File: src/rtl/bus_pkg.sv
// Shared types and constants for the CPU-side byte bus router.
// Holds the FSM encoding, bus width defaults and region-table slicing helpers.
package bus_pkg;

  typedef enum logic [1:0] {
    ST_IDLE   = 2'd0,
    ST_ACCESS = 2'd1,
    ST_DONE   = 2'd2
  } bus_state_t;

  localparam int         BUS_AW           = 20;
  localparam int         BUS_DW           = 8;
  localparam logic [7:0] BUS_DEFAULT_DATA = 8'hFF;

  // Region tables are zero-extended to a fixed container so one helper serves any width.
  localparam int TBL_MAX_CH = 8;
  localparam int TBL_MAX_W  = 32;
  localparam int TBL_W      = TBL_MAX_CH * TBL_MAX_W;

  typedef logic [TBL_W-1:0]     region_tbl_t;
  typedef logic [TBL_MAX_W-1:0] region_fld_t;

  function automatic region_fld_t region_field(input region_tbl_t tbl,
                                               input int unsigned idx,
                                               input int unsigned w);
    region_tbl_t shifted;
    region_fld_t keep;
    shifted = tbl >> (idx * w);
    keep    = (w >= TBL_MAX_W) ? '1 : ((region_fld_t'(1) << w) - region_fld_t'(1));
    return region_fld_t'(shifted) & keep;
  endfunction

endpackage

File: src/rtl/bus_decode.sv
// Address decode: base/mask match per channel, lowest index wins on overlap.
// Latency: purely combinational.
// Backpressure: none; outputs follow the address input.
module bus_decode
  import bus_pkg::*;
#(
  parameter int                      CHANNELS    = 4,
  parameter int                      AW          = BUS_AW,
  parameter int                      IW          = 2,
  parameter logic [CHANNELS*AW-1:0]  REGION_BASE = '0,
  parameter logic [CHANNELS*AW-1:0]  REGION_MASK = '0,
  parameter logic [CHANNELS*4-1:0]   REGION_WAIT = '0,
  parameter logic [CHANNELS-1:0]     REGION_RO   = '0
) (
  input  logic [AW-1:0]       address,
  output logic [CHANNELS-1:0] hit,
  output logic [IW-1:0]       index,
  output logic                ro,
  output logic [3:0]          wait_cycles,
  output logic                unmapped
);

  localparam region_tbl_t BASE_T = region_tbl_t'(REGION_BASE);
  localparam region_tbl_t MASK_T = region_tbl_t'(REGION_MASK);
  localparam region_tbl_t WAIT_T = region_tbl_t'(REGION_WAIT);
  localparam region_tbl_t RO_T   = region_tbl_t'(REGION_RO);

  always_comb begin
    hit         = '0;
    index       = '0;
    ro          = 1'b0;
    wait_cycles = '0;
    unmapped    = 1'b1;
    // Ascending scan; the first match closes the search so lower indices take priority.
    for (int i = 0; i < CHANNELS; i++) begin
      if (unmapped &&
          ((address & AW'(region_field(MASK_T, i, AW))) == AW'(region_field(BASE_T, i, AW)))) begin
        unmapped    = 1'b0;
        hit         = CHANNELS'(1) << i;
        index       = IW'(i);
        ro          = 1'(region_field(RO_T, i, 1));
        wait_cycles = 4'(region_field(WAIT_T, i, 4));
      end
    end
  end

endmodule

File: src/rtl/bus_router.sv
// Routes one CPU byte bus to CHANNELS decoded memory/peripheral channels.
// Latency: WAIT[i]+2 cycles per mapped access, 1 cycle for unmapped addresses.
// Backpressure: cpu_req held until cpu_ready; one forced idle cycle after each completion.
module bus_router
  import bus_pkg::*;
#(
  parameter int                      CHANNELS     = 4,
  parameter int                      AW           = BUS_AW,
  parameter int                      DW           = BUS_DW,
  parameter logic [CHANNELS*AW-1:0]  REGION_BASE  = {20'hF0000, 20'h00000, 20'hB8000, 20'h00000},
  parameter logic [CHANNELS*AW-1:0]  REGION_MASK  = {20'hFE000, 20'hC0000, 20'hFE000, 20'hFF000},
  parameter logic [CHANNELS*4-1:0]   REGION_WAIT  = {4'd1, 4'd0, 4'd0, 4'd0},
  parameter logic [CHANNELS-1:0]     REGION_RO    = 4'b1000,
  parameter logic [DW-1:0]           DEFAULT_DATA = DW'(BUS_DEFAULT_DATA)
) (
  input  logic                   clock,
  input  logic                   resetn,
  input  logic                   cpu_req,
  input  logic                   cpu_we,
  input  logic [AW-1:0]          cpu_address,
  input  logic [DW-1:0]          cpu_wdata,
  output logic [DW-1:0]          cpu_rdata,
  output logic                   cpu_ready,
  output logic                   cpu_err,
  output logic [AW-1:0]          ch_address,
  output logic [DW-1:0]          ch_wdata,
  output logic [CHANNELS-1:0]    ch_sel,
  output logic [CHANNELS-1:0]    ch_we,
  input  logic [CHANNELS*DW-1:0] ch_rdata
);

  localparam int IW = (CHANNELS > 1) ? $clog2(CHANNELS) : 1;

  logic [CHANNELS-1:0] dec_hit;
  logic [IW-1:0]       dec_index;
  logic                dec_ro;
  logic [3:0]          dec_wait;
  logic                dec_unmapped;

  bus_decode #(
    .CHANNELS    (CHANNELS),
    .AW          (AW),
    .IW          (IW),
    .REGION_BASE (REGION_BASE),
    .REGION_MASK (REGION_MASK),
    .REGION_WAIT (REGION_WAIT),
    .REGION_RO   (REGION_RO)
  ) u_decode (
    .address     (cpu_address),
    .hit         (dec_hit),
    .index       (dec_index),
    .ro          (dec_ro),
    .wait_cycles (dec_wait),
    .unmapped    (dec_unmapped)
  );

  bus_state_t          state, state_nxt;
  logic [3:0]          cnt, cnt_nxt;
  logic [IW-1:0]       cur_idx, cur_idx_nxt;
  logic                ro_write, ro_write_nxt;
  logic [AW-1:0]       ch_address_nxt;
  logic [DW-1:0]       ch_wdata_nxt;
  logic [CHANNELS-1:0] ch_sel_nxt;
  logic [CHANNELS-1:0] ch_we_nxt;
  logic [DW-1:0]       cpu_rdata_nxt;
  logic                cpu_ready_nxt;
  logic                cpu_err_nxt;
  logic [DW-1:0]       sel_rdata;

  assign sel_rdata = DW'(ch_rdata >> (int'(cur_idx) * DW));

  always_comb begin
    state_nxt      = state;
    cnt_nxt        = cnt;
    cur_idx_nxt    = cur_idx;
    ro_write_nxt   = ro_write;
    ch_address_nxt = ch_address;
    ch_wdata_nxt   = ch_wdata;
    ch_sel_nxt     = ch_sel;
    ch_we_nxt      = '0;
    cpu_rdata_nxt  = cpu_rdata;
    cpu_ready_nxt  = 1'b0;
    cpu_err_nxt    = 1'b0;

    case (state)
      ST_IDLE: begin
        if (cpu_req) begin
          if (dec_unmapped) begin
            cpu_rdata_nxt = DEFAULT_DATA;
            cpu_ready_nxt = 1'b1;
            cpu_err_nxt   = 1'b1;
            state_nxt     = ST_DONE;
          end else begin
            ch_address_nxt = cpu_address;
            ch_wdata_nxt   = cpu_wdata;
            ch_sel_nxt     = dec_hit;
            cnt_nxt        = dec_wait;
            cur_idx_nxt    = dec_index;
            // A write into a read-only region still runs its full access, minus the strobe.
            ro_write_nxt   = cpu_we & dec_ro;
            ch_we_nxt      = (cpu_we && !dec_ro) ? dec_hit : '0;
            state_nxt      = ST_ACCESS;
          end
        end
      end

      ST_ACCESS: begin
        if (cnt != 4'd0) begin
          cnt_nxt = cnt - 4'd1;
        end else begin
          cpu_rdata_nxt = sel_rdata;
          cpu_ready_nxt = 1'b1;
          cpu_err_nxt   = ro_write;
          ch_sel_nxt    = '0;
          state_nxt     = ST_DONE;
        end
      end

      ST_DONE: begin
        state_nxt = ST_IDLE;
      end

      default: begin
        state_nxt = ST_IDLE;
      end
    endcase
  end

  always_ff @(posedge clock or negedge resetn) begin
    if (!resetn) begin
      state      <= ST_IDLE;
      cnt        <= '0;
      cur_idx    <= '0;
      ro_write   <= 1'b0;
      ch_address <= '0;
      ch_wdata   <= '0;
      ch_sel     <= '0;
      ch_we      <= '0;
      cpu_rdata  <= DEFAULT_DATA;
      cpu_ready  <= 1'b0;
      cpu_err    <= 1'b0;
    end else begin
      state      <= state_nxt;
      cnt        <= cnt_nxt;
      cur_idx    <= cur_idx_nxt;
      ro_write   <= ro_write_nxt;
      ch_address <= ch_address_nxt;
      ch_wdata   <= ch_wdata_nxt;
      ch_sel     <= ch_sel_nxt;
      ch_we      <= ch_we_nxt;
      cpu_rdata  <= cpu_rdata_nxt;
      cpu_ready  <= cpu_ready_nxt;
      cpu_err    <= cpu_err_nxt;
    end
  end

endmodule

File: config.mk
export PLATFORM = sky130hd
export DESIGN_NAME = bus_router
export DESIGN_NICKNAME = d
export VERILOG_FILES = /design/src/rtl/bus_pkg.sv /design/src/rtl/bus_decode.sv /design/src/rtl/bus_router.sv
export SDC_FILE = /design/constraint.sdc
export NUM_CORES = 1
export LEC_CHECK = 0
export CORE_UTILIZATION = 25
export CTS_CLUSTER_DIAMETER = 50
export CTS_CLUSTER_SIZE = 10
export DETAILED_ROUTE_END_ITERATION = 8
export PLACE_DENSITY = 0.56
export SKIP_CTS_REPAIR_TIMING = 1
export SLEW_MARGIN = 30
export SYNTH_ARGS = -nofsm -noshare
export SYNTH_HDL_FRONTEND = slang
export SYNTH_SLANG_ARGS = --single-unit
File: constraint.sdc
create_clock -name clock -period 2.2 [get_ports clock]
set_clock_uncertainty 0.15 [all_clocks]
set_input_delay 0.44 -clock clock [delete_from_list [all_inputs] [get_ports clock]]
set_output_delay 0.44 -clock clock [all_outputs]
set_load 0.03 [all_outputs]
Word-level counts from Yosys, hierarchy flattened
Index checks and enable logic that the tools add are counted.

Register bits after elaboration: 55. Output and inout port bits: 46.

Eq/ne operators: 8. Mux-type cells: 39. Add/subtract/negate cells: 1. Shifts and indexed selects: 1. Bitwise logic cells: 2. Reduce and logical (&&, ||, !) cells: 15.

Operator list (count): 4-bit two-way mux (13); 20-bit zero test (2); 32-bit by 5-bit right shift with 8-bit output (1); 8-bit two-way mux (3); 4-bit case mux with 2 select lines (2); 8-bit case mux with 2 select lines (1); 7-bit == test (second input constant) (2); 1-bit two-way mux (12); 4-bit AND reduction (3); 2-bit two-way mux (5); 2-bit inequality test (second input constant) (5); 1-bit logical AND (4); 1-bit case mux with 2 select lines (2); 2-bit case mux with 2 select lines (1); 4-bit nonzero test (1); 4-bit by 1-bit subtractor with 4-bit output (second input constant) (1); 3-bit AND reduction (1); 2-bit by 1-bit == test with 1-bit output (second input constant) (1); 2-bit zero test (1); 2-bit AND reduction (1); 2-bit nonzero test (1); 1-bit AND (1); 1-bit zero test (1); 1-bit NOT (1).

Longest topological paths before layout
Gate-level depths: netlist of the first run.

Depth in word-level cells: 14. Mapped depth: 7.

Modules after synthesis
A second synthesis of the first run with hierarchy kept.

Cells, all modules: 259. Area total of the unflattened synthesis: 2558.7 um^2.

Modules (own cells, without submodules): bus_router (sequential area each 1386.3 um^2, instances 1, cells an instance 234, area each 2379.8 um^2); bus_decode (sequential area each 0.0 um^2, instances 1, cells an instance 25, area each 178.9 um^2).

Worst setup path after synthesis of the first run
OpenSTA, ideal clock, no wires.

Kind: input to register. From: input port cpu_address[13]. To: register ch_address[0]. Path slack: 213 ps. Stages: 5. Data arrival time: 1709 ps. Data required time: 1923 ps. Path buffers: 1. Path through: nand4bb_1 o22a_2 a21oi_4 buf_6 mux2_1.

Cells in the longest elaborated chain, start to end: 10.

Ends and longest elaborated chain: start: declaration (RTL line bus_router.sv:20) `input logic [AW-1:0] cpu_address,`; 20-bit zero test (RTL line bus_decode.sv:37) `((address & AW'(region_field(MASK_T, i, AW))) == AW'(region_field(BASE_T, i, AW)))) begin`; 1-bit two-way mux (RTL line bus_decode.sv:36) `if (unmapped &&`; 1-bit logical AND (RTL line bus_decode.sv:36); 1-bit two-way mux (RTL line bus_decode.sv:36); 1-bit logical AND (RTL line bus_decode.sv:36); 1-bit two-way mux (RTL line bus_decode.sv:36); 1-bit logical AND (RTL line bus_decode.sv:36); 1-bit two-way mux (*) (RTL line bus_decode.sv:36); 1-bit NOT (no source line) (*); 3-bit AND reduction (no source line) (*); end signal: assignment (RTL line bus_router.sv:147) `ch_address <= ch_address_nxt;`; end: declaration (RTL line bus_router.sv:25) `output logic [AW-1:0] ch_address,`.

Every way passes the cells marked *; elsewhere a longest branch is shown, timed or not. A chain may end at the register's enable or synchronous reset.

Worst setup path in the final report of the first run
From: input port cpu_address[17]. To: register cur_idx[1].

Cells in the longest elaborated chain, start to end: 10.

Ends and longest elaborated chain: 20-bit zero test (RTL line bus_decode.sv:37); 1-bit two-way mux (RTL line bus_decode.sv:36); 1-bit logical AND (RTL line bus_decode.sv:36); 1-bit two-way mux (RTL line bus_decode.sv:36); 1-bit logical AND (RTL line bus_decode.sv:36); 1-bit two-way mux (RTL line bus_decode.sv:36); 1-bit logical AND (RTL line bus_decode.sv:36); 1-bit two-way mux (RTL line bus_decode.sv:36); 1-bit NOT (no source line); 3-bit AND reduction (no source line); end signal: assignment (RTL line bus_router.sv:145) `cur_idx <= cur_idx_nxt;`; end: declaration (RTL line bus_router.sv:59) `logic [IW-1:0] cur_idx, cur_idx_nxt;`.

Parallel ways exist; a longest one is shown, timed or not.

==> flow_summary.ini, run 1 <==
[setup_path]
path_max_fanout = 4
worst_r2r_path_depth = 7
worstSetupPathType = input pin to flip-flop
arrival_ns = 2.19
crit_chain = clkdlybuf4s50_1 -> or4_1 -> o31a_1 -> nor4_1 -> o21ba_1
crit_required_ns = 2.26
r2r_end = cnt[0]
endpoint_kind = flip-flop
slowest_stage = or4_1
cpPeakStageDelay_ns = 0.57
r2r_setup_slack_ns = 0.15
worstSetupStartpointType = input pin
r2r-start = cnt[0]

[cts]
insertion_delay_ns = 0.31
cts.sinks = 55
clock_path_buffers = 2
path_clk_slew_ns = 0.10
root_buffer = clkbuf_8
cts_htree_levels = 2
cts_tree = done
numCtsBuffers = 5

[layout]
num_antenna_cells = 0
final_util = 0.407
syn_to_final_growth_pct = 57.6
finalInstanceArea_mm2 = 0.00422
layout-drive-gt1-share = 0.236
nets = 404

[die]
die-height_um = 105
io_pins = 110
fp.dieW_um = 105
rows = 37
initial_core_util = 0.258
core_mm2 = 0.0104
die_area_mm2 = 0.0111

[synthesis]
ys_warn_count = 0
syn-cell-area_mm2 = 0.00268
synthTopCellsByArea = dfrtp_1, mux2_4, dfstp_2
ys_seq_elements = 55
synth_top_area_share = 0.439
yosysMostFrequentCell = dfrtp_1
async_flop_share = 1.00
synth_ff_type = dfrtp_1
synth_top_cell_by_area = dfrtp_1
ys_top_cells_by_count = dfrtp_1, mux2_4, inv_1, nor2_1, nand2_1
postSynthCellCount = 206
synth_nets = 272
synth-edff-count = 0
synth.distinct_cells = 48
synth-seq-area-share = 0.518
syn_area_per_cell_um2 = 13.0

[drt]
drt_wl_total_um = 6900
wire_per_inst_um = 14.5
ant_nets = 0
vias_per_cell = 4.42
drt_iter0_drc = 55
num_vias = 2098
drc = 0
drt-pass1-iter-count = 4

[placed_design]
place_congestion = 0.782
numPortBuffers = 109
dp_hpwl_um = 5060
placed_area_mm2 = 0.00407

[timing]
rsz0062_at_grt = no
fmax_ghz = 0.469
worst_pin_slew_ns = 0.581
hold_viol = 0
maxSlewViolCount = 0
setup_viol = 0
min_period_over_period = 0.969
slew_headroom = 0.613
period_needed_ns = 2.13

[job]
maxCapViolCount = 0

[global_routing]
grt_pass1_wl_um = 11400
grt_max_degree = 33
antenna_found_initial = 0
grt.total_usage = 0.130
grt_pass1_vias = 2233
grt_overflow_total = 0

[min_path]
min_to = cpu_rdata[6]
hold_depth = 2
hp-class = flip-flop to flip-flop
hold_start = cpu_rdata[6]

[power_and_ir_drop]
power_mw = 4.19
peakVddDrop_uv = 511
leakage_nw = 1.81
cellPowerDensity_mw_per_mm2 = 994

[status]
status = complete, no violations
placed cells by master (no fill, tap or decap), types with 2 or more instances in the layout:
| cell | instances |
|---|---|
| clkdlybuf4s50_1 | 108 |
| dfrtp_1 | 47 |
| mux2_4 | 20 |
| buf_4 | 20 |
| inv_1 | 17 |
| nor2_1 | 13 |
| nand2_1 | 13 |
| o21ai_0 | 10 |
| mux4_2 | 8 |
| mux2i_1 | 8 |
| dfstp_2 | 8 |
| clkbuf_8 | 6 |
| mux2_1 | 4 |
| and3_1 | 3 |
| a21oi_1 | 3 |
| nand3_1 | 3 |
| mux2_2 | 3 |
| buf_12 | 3 |
| or4_1 | 2 |
| nand2b_1 | 2 |
| or3b_1 | 2 |
| nor4_1 | 2 |
| nor3_1 | 2 |
| ha_1 | 2 |
report_power, final:
part / total [mW] / switching (mW) / internal (mW)
sequential: 1.54 / 0.217 / 1.32
clock: 0.715 / 0.340 / 0.375
combinational: 1.94 / 0.953 / 0.990
total: 4.19 / 1.51 / 2.68
flip-flops by register name (all words and copies together), names as in the netlist:
signal      flops
cpu_ready       1
ch_wdata        8
ch_address     20
cpu_err         1
cur_idx         2
state           2
ch_we           4
cnt             4
ch_sel          4
cpu_rdata       8
ro_write        1
area by class of cell:
type	instances	area, um^2
fill	1006	6150
sequential	55	1390
timing repair buffer	133	1310
multi-input combinational	126	1170
tap	136	170
clock buffer	6	82.6
inverter	17	63.8
clock inverter	2	38.8
critical path, delay by kind of cell:
| kind | cells | cell delay, ns |
|---|---|---|
| simple gates | 2 | 0.82 |
| compound gates | 2 | 0.46 |
| buf+inv | 1 | 0.46 |
metrics by stage:
step	hold slack (ns)	cells	setup slack [ns]	setup TNS (ns)
5_1_grt	0.339	475	0.00583	0
4_1_cts	-0.0289	474	0.0668	0
3_5_place_dp	0.308	466	-0.270	-9.85
6_report	0.322	475	0.0677	0
3_3_place_gp	0.304	466	-0.233	-7.55
2_1_floorplan	-0.00559	206	0.213	0
worst max path at each step:
| stage | slack, ns | end | from | cells past startpoint |
|---|---|---|---|---|
| floorplan | 0.21 | ch_address[0] | cpu_address[13] | 5 |
| global placement | -0.23 | cur_idx[1] | cpu_address[17] | 5 |
| detailed placement | -0.27 | ch_address[6] | cpu_address[16] | 6 |
| CTS | 0.07 | cpu_rdata[0] | cpu_rdata[0] | 1 |
| global route | 0.006 | cnt[0] | cnt[0] | 7 |
| finish | 0.07 | cur_idx[1] | cpu_address[17] | 5 |
layer usage:
metal | up-vias | wire length (um) | GRT usage
met5 | - | 0 | 0
met1 | 1042 | 3130 | 0.167
li1 | 997 | - | -
met4 | 0 | 45 | 0.0352
met3 | 4 | 323 | 0.0291
met2 | 55 | 3410 | 0.220
kinds of logic (layout without fill, tap and decap cells):
logic type	Yosys count	after routing	synth area share
and+or+nand+nor	51	51	0.103
adders and majority gates	2	2	0.00935
muxes	43	43	0.239
other	1	1	0.00140
AOI/OAI and AO/OA	29	29	0.0781
DFF	55	55	0.518
buffers and inverters	25	158	0.0510
Note: power is estimated with default switching activity, not from simulation.
==> run 2: changes to the inputs <==
- CAP_MARGIN: not set -> 10
- GPL_TIMING_DRIVEN: not set -> 0
==> run 2 against run 1 <==
Routed wire length down 1.9%. Clock power is 6.4% lower. Sequential power fell by 3%. Flip-flop and latch count did not move. Critical path depth is 1 higher. Utilization is 0.62 points lower. Combinational power about the same. Cell count is 2.5% lower. Hold slack improved by 0.00073 ns. Critical endpoint is now ch_wdata[1]. Largest power group unchanged.
==> flow_summary.ini, run 2 (synthesis results as in run 1) <==
[status]
status = complete, no violations

[power_and_ir_drop]
clkPwrFrac = 0.162
power_mw = 4.13
cellPowerDensity_mw_per_mm2 = 994
switching_share = 0.363
peakVddDrop_uv = 408
seqPwrFrac = 0.363
combPwrFrac = 0.475
power.switching_mw = 1.50
p_int_mw = 2.63
leakage_nw = 1.79

[timing]
maxSlewViolCount = 0
slew_headroom = 0.629
setup_viol = 0
hold_viol = 0
timing.final.ws_setup_ns = 0.0410
fmax_ghz = 0.463
worst_pin_slew_ns = 0.557
period_needed_ns = 2.16
whs_ns = 0.323
min_period_over_period = 0.981
rsz0062_at_grt = yes

[die]
io_pins = 110
core_mm2 = 0.0104
initial_core_util = 0.258
die_area_mm2 = 0.0111
fp.dieW_um = 105
rows = 37
die-height_um = 105

[drt]
drc = 0
ant_nets = 0
wire_per_inst_um = 14.6
drt_wl_total_um = 6770
vias_per_cell = 4.40
drt_iter0_drc = 54
drt-pass1-iter-count = 4
num_vias = 2035

[setup_path]
worstSetupStartpointType = input pin
endpoint_kind = flip-flop
crit_family = buffers and inverters
r2r_end = cnt[1]
path_max_fanout = 10
r2r_setup_slack_ns = 0.13
r2r-start = cnt[0]
critPathBufInv = 2
worstSetupPathType = input pin to flip-flop
worst_r2r_path_depth = 6
cpPeakStageDelay_ns = 0.58
arrival_ns = 2.21
slowest_stage = clkdlybuf4s50_1
crit_required_ns = 2.25
crit_chain = clkdlybuf4s50_1 -> and3b_1 -> nand2_2 -> a21oi_4 -> buf_12 -> mux2_4

[layout]
num_antenna_cells = 0
mostFrequentLayoutCell = clkdlybuf4s50_1
top_register = ch_address
final_util = 0.401
mostFrequentLayoutCells = clkdlybuf4s50_1, dfrtp_1, mux2_4
layout-drive-gt1-share = 0.208
largest_register_ffs = 20
syn_to_final_growth_pct = 55.2
stdcell_count = 463
nets = 393
fill_cells = 996
top_regs = ch_address: 20 flops, ch_wdata: 8 flops, cpu_rdata: 8 flops

[cts]
path_clk_slew_ns = 0.10
cts.sinks = 55
insertion_delay_ns = 0.31
clock_path_buffers = 2
numCtsBuffers = 5
root_buffer = clkbuf_8
cts_htree_levels = 2
cts_tree = done

[global_routing]
grt_max_degree = 30
grt_pass1_vias = 2162
grt.total_usage = 0.127
grt_pass1_wl_um = 11100
grt_overflow_total = 0
antenna_found_initial = 0

[min_path]
hold_start = cpu_rdata[4]
hp-class = flip-flop to flip-flop
hold_depth = 2
min_to = cpu_rdata[4]

[placed_design]
dp_hpwl_um = 4960
place_ws_ns = -0.465
numPortBuffers = 109
place_congestion = 0.789
dpl.cell_count = 452

[job]
maxCapViolCount = 0
==> run 2: per-layer routing <==
metal	up-vias	track usage	wire length, um
met3	4	0.0241	288
met2	55	0.215	3370
li1	971	-	-
met1	1005	0.169	3080
met5	-	0	0
met4	0	0.0272	40
==> run 2: worst register-to-register path, delay by kind of cell (launching register included) <==
kind,cells,cell delay [ns]
compound gates,2,0.40
buf+inv,1,0.09
flops,1,0.42
mux,1,0.28
simple gates,1,0.46
fa+ha+maj,1,0.18
==> run 2: area by class of cell <==
cell class              instances  area [um^2]  area share
well taps                     136          170      0.0410
flip-flops and latches         55         1390       0.334
inverters                      17         63.8      0.0154
clock inverters                 1         30.0     0.00723
repair buffers                116         1170       0.281
plain buffers                   6         63.8      0.0154
clock buffers                   6         72.6      0.0175
multi-input cells             126         1200       0.289
==> run 2: worst max-delay path by stage <==
stage | startpoint | to | slack, ns | cells after the start
floorplan | cpu_address[13] | ch_address[0] | 0.21 | 5
CTS | cpu_address[14] | ch_address[3] | -0.15 | 6
finish | cpu_address[18] | ch_wdata[1] | 0.04 | 6
detailed placement | cpu_address[14] | ch_address[3] | -0.46 | 6
global route | cpu_address[18] | ch_address[3] | -0.009 | 6
global placement | resetn | ch_we[3] | -1.31 | 1
==> run 2: metrics by stage <==
stage | setup TNS [ns] | cell area (um^2)
after floorplan | 0 | 2680
after detailed placement | -15.17 | 3960
after global placement | -82.02 | 3940
after global routing | -0.0102 | 4150
final | 0 | 4150
after CTS | -2.55 | 4060
==> run 2: power groups by stage <==
stage | registers, mW | clock network, mW | logic [mW]
2_1_floorplan | 2.00 | 0 | 0.660
3_3_place_gp | 1.50 | 0 | 1.95
3_5_place_dp | 1.51 | 0 | 1.96
4_1_cts | 1.50 | 0.700 | 1.97
5_1_grt | 1.54 | 0.737 | 2.10
6_report | 1.50 | 0.669 | 1.96
==> run 3: changes to the inputs <==
- CTS_CLUSTER_DIAMETER: 50 -> not set
==> results of run 3 <==
The final DEF is identical to that of run 2; final timing and power are the same.
